===== src/rtl/snake_input_ctrl.sv =====
// Snake game button front end: per-button synchroniser and debouncer, pause toggle,
// restart pulse and a bounded direction-change queue. Optional: SNAKE_INPUT_REVERSAL_FILTER_EN.
module snake_input_ctrl #(
  parameter int SYNC_STAGES     = 2,
  parameter int DEBOUNCE_CYCLES = 16,
  parameter int QUEUE_DEPTH     = 4
) (
  input  logic                             clk,
  input  logic                             rst,
  input  logic                             i_up,
  input  logic                             i_down,
  input  logic                             i_left,
  input  logic                             i_right,
  input  logic                             i_pause,
  input  logic                             i_restart,
  input  logic                             i_tick,
  output logic [1:0]                       o_dir,
  output logic                             o_paused,
  output logic                             o_restart,
  output logic [$clog2(QUEUE_DEPTH+1)-1:0] o_level,
  output logic                             o_drop
);

  localparam int NB = 6;
  localparam int CW = $clog2(DEBOUNCE_CYCLES + 1);
  localparam int PW = $clog2(QUEUE_DEPTH);
  localparam int LW = $clog2(QUEUE_DEPTH + 1);
  localparam int BTN_PAUSE   = 4;
  localparam int BTN_RESTART = 5;
  localparam logic [1:0] DIR_RIGHT = 2'd3;

  logic [NB-1:0] w_raw;
  logic [NB-1:0] r_sync [SYNC_STAGES];
  logic [NB-1:0] w_synced;
  logic [NB-1:0] r_deb;
  logic [NB-1:0] r_deb_prev;
  logic [CW-1:0] r_cnt [NB];
  logic [NB-1:0] w_press;

  assign w_raw    = {i_restart, i_pause, i_right, i_left, i_down, i_up};
  assign w_synced = r_sync[SYNC_STAGES-1];
  assign w_press  = r_deb & ~r_deb_prev;

  // NOTE: sequential state uses non-blocking assignments so every flop samples pre-edge values.
  always_ff @(posedge clk) begin
    if (rst) begin
      for (int s = 0; s < SYNC_STAGES; s++) r_sync[s] <= '0;
    end else begin
      r_sync[0] <= w_raw;
      for (int s = 1; s < SYNC_STAGES; s++) r_sync[s] <= r_sync[s-1];
    end
  end

  // Debounced state flips after DEBOUNCE_CYCLES consecutive disagreeing synchronised samples.
  always_ff @(posedge clk) begin
    if (rst) begin
      r_deb      <= '0;
      r_deb_prev <= '0;
      for (int i = 0; i < NB; i++) r_cnt[i] <= '0;
    end else begin
      r_deb_prev <= r_deb;
      for (int i = 0; i < NB; i++) begin
        if (w_synced[i] == r_deb[i]) begin
          r_cnt[i] <= '0;
        end else if (r_cnt[i] == CW'(DEBOUNCE_CYCLES - 1)) begin
          r_deb[i] <= ~r_deb[i];
          r_cnt[i] <= '0;
        end else begin
          r_cnt[i] <= r_cnt[i] + 1'b1;
        end
      end
    end
  end

  logic       w_dir_vld;
  logic [1:0] w_dir_sel;

  // NOTE: every always_comb output gets a default first so no latch is inferred.
  always_comb begin
    w_dir_vld = |w_press[3:0];
    w_dir_sel = DIR_RIGHT;
    if      (w_press[0]) w_dir_sel = 2'd0;
    else if (w_press[1]) w_dir_sel = 2'd1;
    else if (w_press[2]) w_dir_sel = 2'd2;
  end

  logic [1:0]    r_q [QUEUE_DEPTH];
  logic [PW-1:0] r_wr;
  logic [PW-1:0] r_rd;
  logic [PW-1:0] w_wr_last;
  logic [LW-1:0] r_level;
  logic [1:0]    r_dir;
  logic          r_paused;
  logic          r_restart;
  logic          r_drop;
  logic [1:0]    w_ref;
  logic          w_pop;
  logic          w_full;
  logic          w_rev;
  logic          w_accept;
  logic          w_restart;
  logic          w_push;
  logic          w_drop;

  assign w_wr_last = r_wr - 1'b1;
  assign w_ref     = (r_level != '0) ? r_q[w_wr_last] : r_dir;
  assign w_pop     = i_tick & ~r_paused & (r_level != '0);
  assign w_full    = (r_level == LW'(QUEUE_DEPTH));

`ifdef SNAKE_INPUT_REVERSAL_FILTER_EN
  assign w_rev = (w_dir_sel == (w_ref ^ 2'd1));
`else
  assign w_rev = 1'b0;
`endif

  assign w_restart = w_press[BTN_RESTART];
  assign w_accept  = w_dir_vld & ~r_paused & (w_dir_sel != w_ref) & ~w_rev;
  assign w_push    = w_accept & (~w_full | w_pop) & ~w_restart;
  assign w_drop    = w_accept & w_full & ~w_pop & ~w_restart;

  always_ff @(posedge clk) begin
    if (rst) begin
      r_wr      <= '0;
      r_rd      <= '0;
      r_level   <= '0;
      r_dir     <= DIR_RIGHT;
      r_paused  <= 1'b0;
      r_restart <= 1'b0;
      r_drop    <= 1'b0;
    end else begin
      r_restart <= w_restart;
      r_drop    <= w_drop;
      if (w_restart) begin
        r_wr     <= '0;
        r_rd     <= '0;
        r_level  <= '0;
        r_dir    <= DIR_RIGHT;
        r_paused <= 1'b0;
      end else begin
        if (w_pop) begin
          r_dir <= r_q[r_rd];
          r_rd  <= r_rd + 1'b1;
        end
        if (w_push) r_wr <= r_wr + 1'b1;
        case ({w_push, w_pop})
          2'b10:   r_level <= r_level + 1'b1;
          2'b01:   r_level <= r_level - 1'b1;
          default: r_level <= r_level;
        endcase
        if (w_press[BTN_PAUSE]) r_paused <= ~r_paused;
      end
    end
  end

  // NOTE: queue storage has no reset; r_level and the pointers define which entries are valid.
  always_ff @(posedge clk) begin
    if (w_push) r_q[r_wr] <= w_dir_sel;
  end

  assign o_dir     = r_dir;
  assign o_paused  = r_paused;
  assign o_restart = r_restart;
  assign o_level   = r_level;
  assign o_drop    = r_drop;

endmodule


===== config.mk =====
export PLATFORM = sky130hd
export DESIGN_NAME = snake_input_ctrl
export DESIGN_NICKNAME = d
export VERILOG_FILES = /design/src/rtl/snake_input_ctrl.sv
export SDC_FILE = /design/constraint.sdc
export NUM_CORES = 1
export LEC_CHECK = 0
export ABC_AREA = 0
export CAP_MARGIN = 30
export CORE_AREA = 2 2 81 83
export CTS_CLUSTER_SIZE = 28
export DETAILED_ROUTE_END_ITERATION = 8
export DIE_AREA = 0 0 83 85
export GPL_TIMING_DRIVEN = 0
export PLACE_DENSITY = 0.73
export SETUP_SLACK_MARGIN = 0.15
export SLEW_MARGIN = 20
export SYNTH_ARGS = -nofsm -noshare
export SYNTH_HDL_FRONTEND = slang
export SYNTH_SLANG_ARGS = --single-unit

===== constraint.sdc =====
create_clock -name clk -period 2.8 [get_ports clk]
set_input_delay 0.42 -clock clk [delete_from_list [all_inputs] [get_ports clk]]
set_output_delay 0.42 -clock clk [all_outputs]
set_load 0.05 [all_outputs]

==> flow_summary.yaml, run 1 <==
place:
  dpl.hpwl_um: 3420
  gp_congestion: 0.762
  port_buffers: 16
  place_area_um2: 3580
  pre_cts_slack_ns: -0.193
min_path:
  hp-start: "r_sync[0][3]"
  min_path_cells: 1
  hold_path.class: "reg2reg"
logic_synthesis:
  synth_xor_area_share_pct: 7.12
  synth_top_family_by_area: "simple AND/OR/NAND/NOR gates"
  synth_area_um2: 3200
  yosys-top-cells-area: "edfxtp_1, dfxtp_1, ha_1"
  postSynthAreaPerCell_um2: 11.8
  synth.top_cell.area_share_pct: 35.7
  syn_inst: 271
  synthArstFlopShare_pct: 0
  ys_seq_elements: 74
  ys_types: 29
  synth_adder_area_share_pct: 7.27
  muxShareOfSynthArea_pct: 5.94
  synth-simple-area-share_pct: 17.1
  synth_compound_area_share_pct: 1.72
  ys_seq_area_share_pct: 58.2
  yosysWarningCount: 0
  synth.largest_area_cell: "edfxtp_1"
  synth_enable_flop_cells: 38
  synthFlopType: "edfxtp_1"
worst_setup_path:
  crit_path_frequent_cell: "nor2_1"
  r2r_slack_ns: 0.15
  path_max_fanout: 3
  cp_num_buf_inv: 3
  crit_family: "adder cells"
  critical_path_class: "reg2reg"
  reg2reg_from: "r_wr[0]"
  cp_data_arrival_time_ns: 2.88
  r2r_cells: 14
  endpoint_kind: "flop"
  required_ns: 3.03
  cp_slowest_cell: "dfxtp_4"
  start_kind: "flop"
  slowest_delay_ns: 0.38
  path_depth: 14
  path_cells: "inv_4 -> ha_4 -> mux4_2 -> mux2i_4 -> xor2_2 -> a21oi_2 -> inv_1 -> ha_2 -> inv_2 -> fa_2 -> xor2_1 -> nor2_1 -> xnor2_1 -> nor2_1"
  crit_start: "r_wr[0]"
global_route:
  grtUsageTotal_pct: 15.2
  grt_busiest_layer: "met2"
  antenna_found_initial: 0
  use_met2_pct: 25.1
  met1_usage_pct: 17.6
  grt_pass1_vias: 1925
  overflow: 0
  grt_max_degree: 14
  grt_pass1_wl_um: 8400
  met3_usage_pct: 3.70
clock_network:
  postCtsHoldBufs: 0
  cts_tree: "yes"
  root_buffer: "clkbuf_8"
  clock-sinks: 74
  insertion_delay_ns: 0.34
  cts_buffer_depth: 2
  htree_levels: 3
  cts_buffers: 9
  path_clk_slew_ns: 0.08
floorplanning:
  die_w_um: 83
  core-area_um2: 6200
  start_util_pct: 51.6
  die_h_um: 85
  die_area_um2: 7060
  num_rows: 29
  io_pins: 17
timing:
  fin_crit_ns: 2.65
  rsz0062_at_grt: "yes"
  slew_violations: 0
  fmax_mhz: 377
  setup_viol: 0
  skew_ns: 0.0106
  period_share_pct: 94.7
  hold_viol: 0
  setup_tns_ns: 0
  setup_ws_ns: 0.148
  tightest_slew_ns: 0.545
  relSlewSlack_pct: 63.6
finish:
  final_area_um2: 3880
  nets: 360
  layout_commonest_cell: "nor2_1"
  areaGrowthSynthToFinish_pct: 21.2
  antenna_cells: 0
  layout_common_cells: "nor2_1, edfxtp_1, dfxtp_1"
  drive_above_1_share_pct: 11.5
power:
  pwr-share-seq_pct: 58.2
  p_leak_nw: 1.48
  switching_share_pct: 22.5
  switchingPower_mw: 0.456
  p_int_mw: 1.57
  powerDensity_nw_per_um2: 522
  p_clk_share_pct: 38.3
  ir_worst_vdd_mv: 0.332
  power_frac_comb_pct: 3.5
flow_run:
  maxCapViolations: 0
routing:
  firstDrtPassIters: 4
  drtIter0Drc: 51
  vias: 1986
  totalWireLength_um: 4840
  viasPerCell: 4.79
  drt-wirelength-per-cell_um: 11.7
  drc: 0
  ant_nets: 0
status:
  status: "finished, final reports clean"
Yosys cell counts (2+ instances only):
| library cell | instances |
|---|---|
| nor2_1 | 45 |
| edfxtp_1 | 38 |
| dfxtp_1 | 36 |
| inv_1 | 19 |
| nor2b_1 | 19 |
| ha_1 | 17 |
| xnor2_1 | 15 |
| xor2_1 | 11 |
| mux2i_1 | 10 |
| nand2_1 | 8 |
| nand3_1 | 8 |
| and2_1 | 6 |
| and3_1 | 6 |
| nand2b_1 | 6 |
| or3_1 | 6 |
| mux4_2 | 4 |
| clkbuf_1 | 3 |
| a21oi_1 | 2 |
| o21ai_0 | 2 |
routing by layer:
| metal | part of all wire [%] | vias to the layer above |
|---|---|---|
| met2 | 48 | 34 |
| met1 | 46 | 939 |
| li1 | - | 1003 |
| met5 | 0 | - |
| met3 | 3.3 | 10 |
| met4 | 3.0 | 0 |
cell families (layout without fill, tap and decap cells):
kind of cell | after synthesis | in the layout
fa+ha+maj | 18 | 18
buf+inv | 22 | 60
flops | 74 | 74
other cells | 1 | 30
xor+xnor | 26 | 26
mux | 14 | 14
compound gates | 8 | 8
simple gates | 108 | 108
per-stage QoR:
stage               power, mW  hold slack (ns)  cells  util [%]
global placement         1.27            0.418    393      57.7
finish                   2.02            0.448    415      62.5
detailed placement       1.27            0.428    393      57.7
CTS                      2.04            0.454    414      61.8
floorplan                1.25            0.414    300         -
global route             2.10            0.463    415      62.5
repair_timing:
| item | in CTS | in global routing |
|---|---|---|
| endpoints found under the setup margin | 2 | 2 |
| pin swaps | 5 | 4 |
| setup buffers | 5 | 1 |
| gates resized for setup | 7 | 5 |
power groups by stage:
| stage | registers (mW) | clock network [mW] | logic [mW] |
|---|---|---|---|
| global placement | 1.20 | 0 | 0.0692 |
| detailed placement | 1.20 | 0 | 0.0713 |
| finish | 1.18 | 0.774 | 0.0715 |
| global route | 1.18 | 0.836 | 0.0840 |
| floorplan | 1.20 | 0 | 0.0493 |
| CTS | 1.18 | 0.791 | 0.0718 |
area by class of cell:
cell class | count | area [um^2]
Buffer | 3 | 11.3
Clock buffer | 10 | 149
Clock inverter | 6 | 40.0
Fill cell | 515 | 2330
Inverter | 19 | 73.8
Multi-Input combinational cell | 204 | 1420
Sequential cell | 74 | 1870
Tap cell | 77 | 96.3
Timing Repair Buffer | 22 | 218
worst paths after layout:
kind / end
max: o_level[2]
min: r_sync[0][9]
max reg2reg: o_level[2]
min reg2reg: r_sync[0][9]
registers in the layout (all words and copies together) (netlist names), 2 cells and up:
signal and cells:
r_sync 12, o_dir 2, o_level 3, r_cnt 30, r_rd 2, r_deb_prev 6
r_wr 2, r_deb 6, r_q 8
worst reg2reg max path, stage by stage (launching register included):
cell	delay [ns]
dfxtp_4	0.38
inv_4	0.04
ha_4	0.28
mux4_2	0.31
mux2i_4	0.19
xor2_2	0.20
a21oi_2	0.09
inv_1	0.06
ha_2	0.17
inv_2	0.04
fa_2	0.33
xor2_1	0.15
nor2_1	0.11
xnor2_1	0.14
nor2_1	0.06
No activity file was read; power rests on OpenSTA's default activity.
==> run 2: changes to the inputs <==
CORE_AREA = 2 2 77 79   (was 2 2 81 83)
DIE_AREA = 0 0 79 81   (was 0 0 83 85)
PLACE_DENSITY = 0.77   (was 0.73)
SKIP_LAST_GASP = 1   (was unset)
clock period = 3.25 ns   (was 2.8 ns; I/O delays follow)
==> flow_summary.yaml, run 2 (synthesis gave the netlist of run 1 again) <==
power:
  p_leak_nw: 1.48
  powerDensity_nw_per_um2: 486
  switching_share_pct: 20.3
  p_clk_share_pct: 42.1
  pwr-share-seq_pct: 54.6
  switchingPower_mw: 0.376
  p_int_mw: 1.48
  power_frac_comb_pct: 3.3
  ir_worst_vdd_mv: 0.341
clock_network:
  path_clk_slew_ns: 0.07
  insertion_delay_ns: 0.35
  cts_tree: "yes"
  root_buffer: "clkbuf_8"
  cts_buffer_depth: 2
  cts_buffers: 9
  postCtsHoldBufs: 0
  clock-sinks: 74
  htree_levels: 3
finish:
  nets: 355
  antenna_cells: 0
  drive_above_1_share_pct: 7.51
  layout_common_cells: "nor2_1, edfxtp_1, dfxtp_1"
  layout_commonest_cell: "nor2_1"
  largest_reg_flops: 30
  n_fill_cell: 440
  top_register: "r_cnt"
  reg_top3: "r_cnt x30, r_sync x12, r_q x8"
  final_util_pct: 67.3
  areaGrowthSynthToFinish_pct: 19.4
timing:
  tightest_slew_ns: 0.506
  setup_viol: 0
  fmax_mhz: 339
  slew_violations: 0
  skew_ns: 0.0114
  setup_ws_ns: 0.301
  whs_ns: 0.439
  relSlewSlack_pct: 66.3
  period_share_pct: 90.7
  hold_viol: 0
  setup_tns_ns: 0
  fin_crit_ns: 2.95
  rsz0062_at_grt: "no"
min_path:
  min_path_cells: 1
  holdPathEnd: "r_sync[0][6]"
  hp-start: "r_sync[0][0]"
  hold_path.class: "reg2reg"
floorplanning:
  die_h_um: 81
  die_area_um2: 6400
  die_w_um: 79
  num_rows: 28
  core-area_um2: 5680
  io_pins: 17
  start_util_pct: 56.4
routing:
  firstDrtPassIters: 4
  ant_nets: 0
  totalWireLength_um: 4630
  drtIter0Drc: 57
  vias: 1901
  viasPerCell: 4.66
  drt-wirelength-per-cell_um: 11.3
  drc: 0
place:
  pre_cts_slack_ns: 0.107
  port_buffers: 16
  gp_congestion: 0.697
  dpl.hpwl_um: 3280
global_route:
  grt_pass1_vias: 1808
  overflow: 0
  antenna_found_initial: 0
  grt_max_degree: 13
  grtUsageTotal_pct: 16.1
  grt_pass1_wl_um: 7790
worst_setup_path:
  r2r-end: "o_level[2]"
  cp_slowest_cell: "dfxtp_4"
  crit_family: "adder cells"
  path_cells: "inv_1 -> ha_4 -> mux4_2 -> mux2i_1 -> xor2_1 -> a21oi_4 -> inv_1 -> ha_1 -> inv_1 -> fa_1 -> xor2_1 -> nor2_1 -> xnor2_1 -> nor2_1"
  slowest_delay_ns: 0.39
  endpoint_kind: "flop"
  path_max_fanout: 6
  critical_path_class: "reg2reg"
  reg2reg_from: "r_wr[0]"
  r2r_slack_ns: 0.30
  crit_path_frequent_cell: "inv_1"
  cp_data_arrival_time_ns: 3.18
  required_ns: 3.48
  cp_num_buf_inv: 3
  r2r_cells: 14
  start_kind: "flop"
flow_run:
  maxCapViolations: 0
status:
  status: "finished, final reports clean"
-- run 2: cell count changes in the layout (fill, tap and decap cells not counted), sizes merged --
cell,previous run,this run
buf,6,1
bufinv,0,2
clkinvlp,3,1
clkbuf,13,14
clkinv,3,2
-- run 2: worst max path at each step --
| stage | to | from | cells past startpoint |
|---|---|---|---|
| final | o_level[2] | r_wr[0] | 14 |
| after global routing | o_level[2] | r_wr[0] | 14 |
| after CTS | o_level[2] | r_wr[0] | 14 |
| after detailed placement | o_level[2] | r_wr[0] | 14 |
| after global placement | o_level[2] | r_wr[0] | 14 |
| after floorplan | o_level[2] | r_wr[0] | 14 |
-- run 2: cell type report --
cell class                      count  area, um^2  area share (%)
Timing Repair Buffer               17         168            4.39
Buffer                              3        11.3           0.295
Clock inverter                      5        77.6            2.03
Inverter                           19        71.3            1.87
Sequential cell                    74        1870            48.8
Clock buffer                       11         141            3.70
Multi-Input combinational cell    204        1390            36.4
Tap cell                           75        93.8            2.46
-- run 2: routing by layer --
layer	part of all wire, %	up-vias	global-route usage [%]
li1	-	999	-
met1	45	871	18.6
met2	49	23	27.2
met3	3.8	8	4.33
met4	2.2	0	9.31
met5	0	-	0
-- run 2: what timing repair did --
| item | 4_1_cts | 5_1_grt |
|---|---|---|
| setup buffers | 0 | 1 |
| gates resized for setup | 1 | 4 |
| setup endpoints to repair | 1 | 2 |
| pin swaps | 0 | 1 |
-- run 2: stage by stage --
step / power [mW] / std cells / cell area (um^2)
2_1_floorplan: 1.08 / 300 / 3310
3_3_place_gp: 1.09 / 391 / 3560
3_5_place_dp: 1.10 / 391 / 3560
4_1_cts: 1.87 / 407 / 3780
5_1_grt: 1.92 / 408 / 3820
6_report: 1.86 / 408 / 3820
-- run 2: power groups by stage --
| stage | clock, mW | combinational (mW) | sequential, mW |
|---|---|---|---|
| 3_5_place_dp | 0 | 0.0604 | 1.04 |
| 4_1_cts | 0.793 | 0.0609 | 1.01 |
| 5_1_grt | 0.829 | 0.0715 | 1.02 |
| 6_report | 0.782 | 0.0612 | 1.01 |
| 3_3_place_gp | 0 | 0.0592 | 1.03 |
| 2_1_floorplan | 0 | 0.0425 | 1.03 |
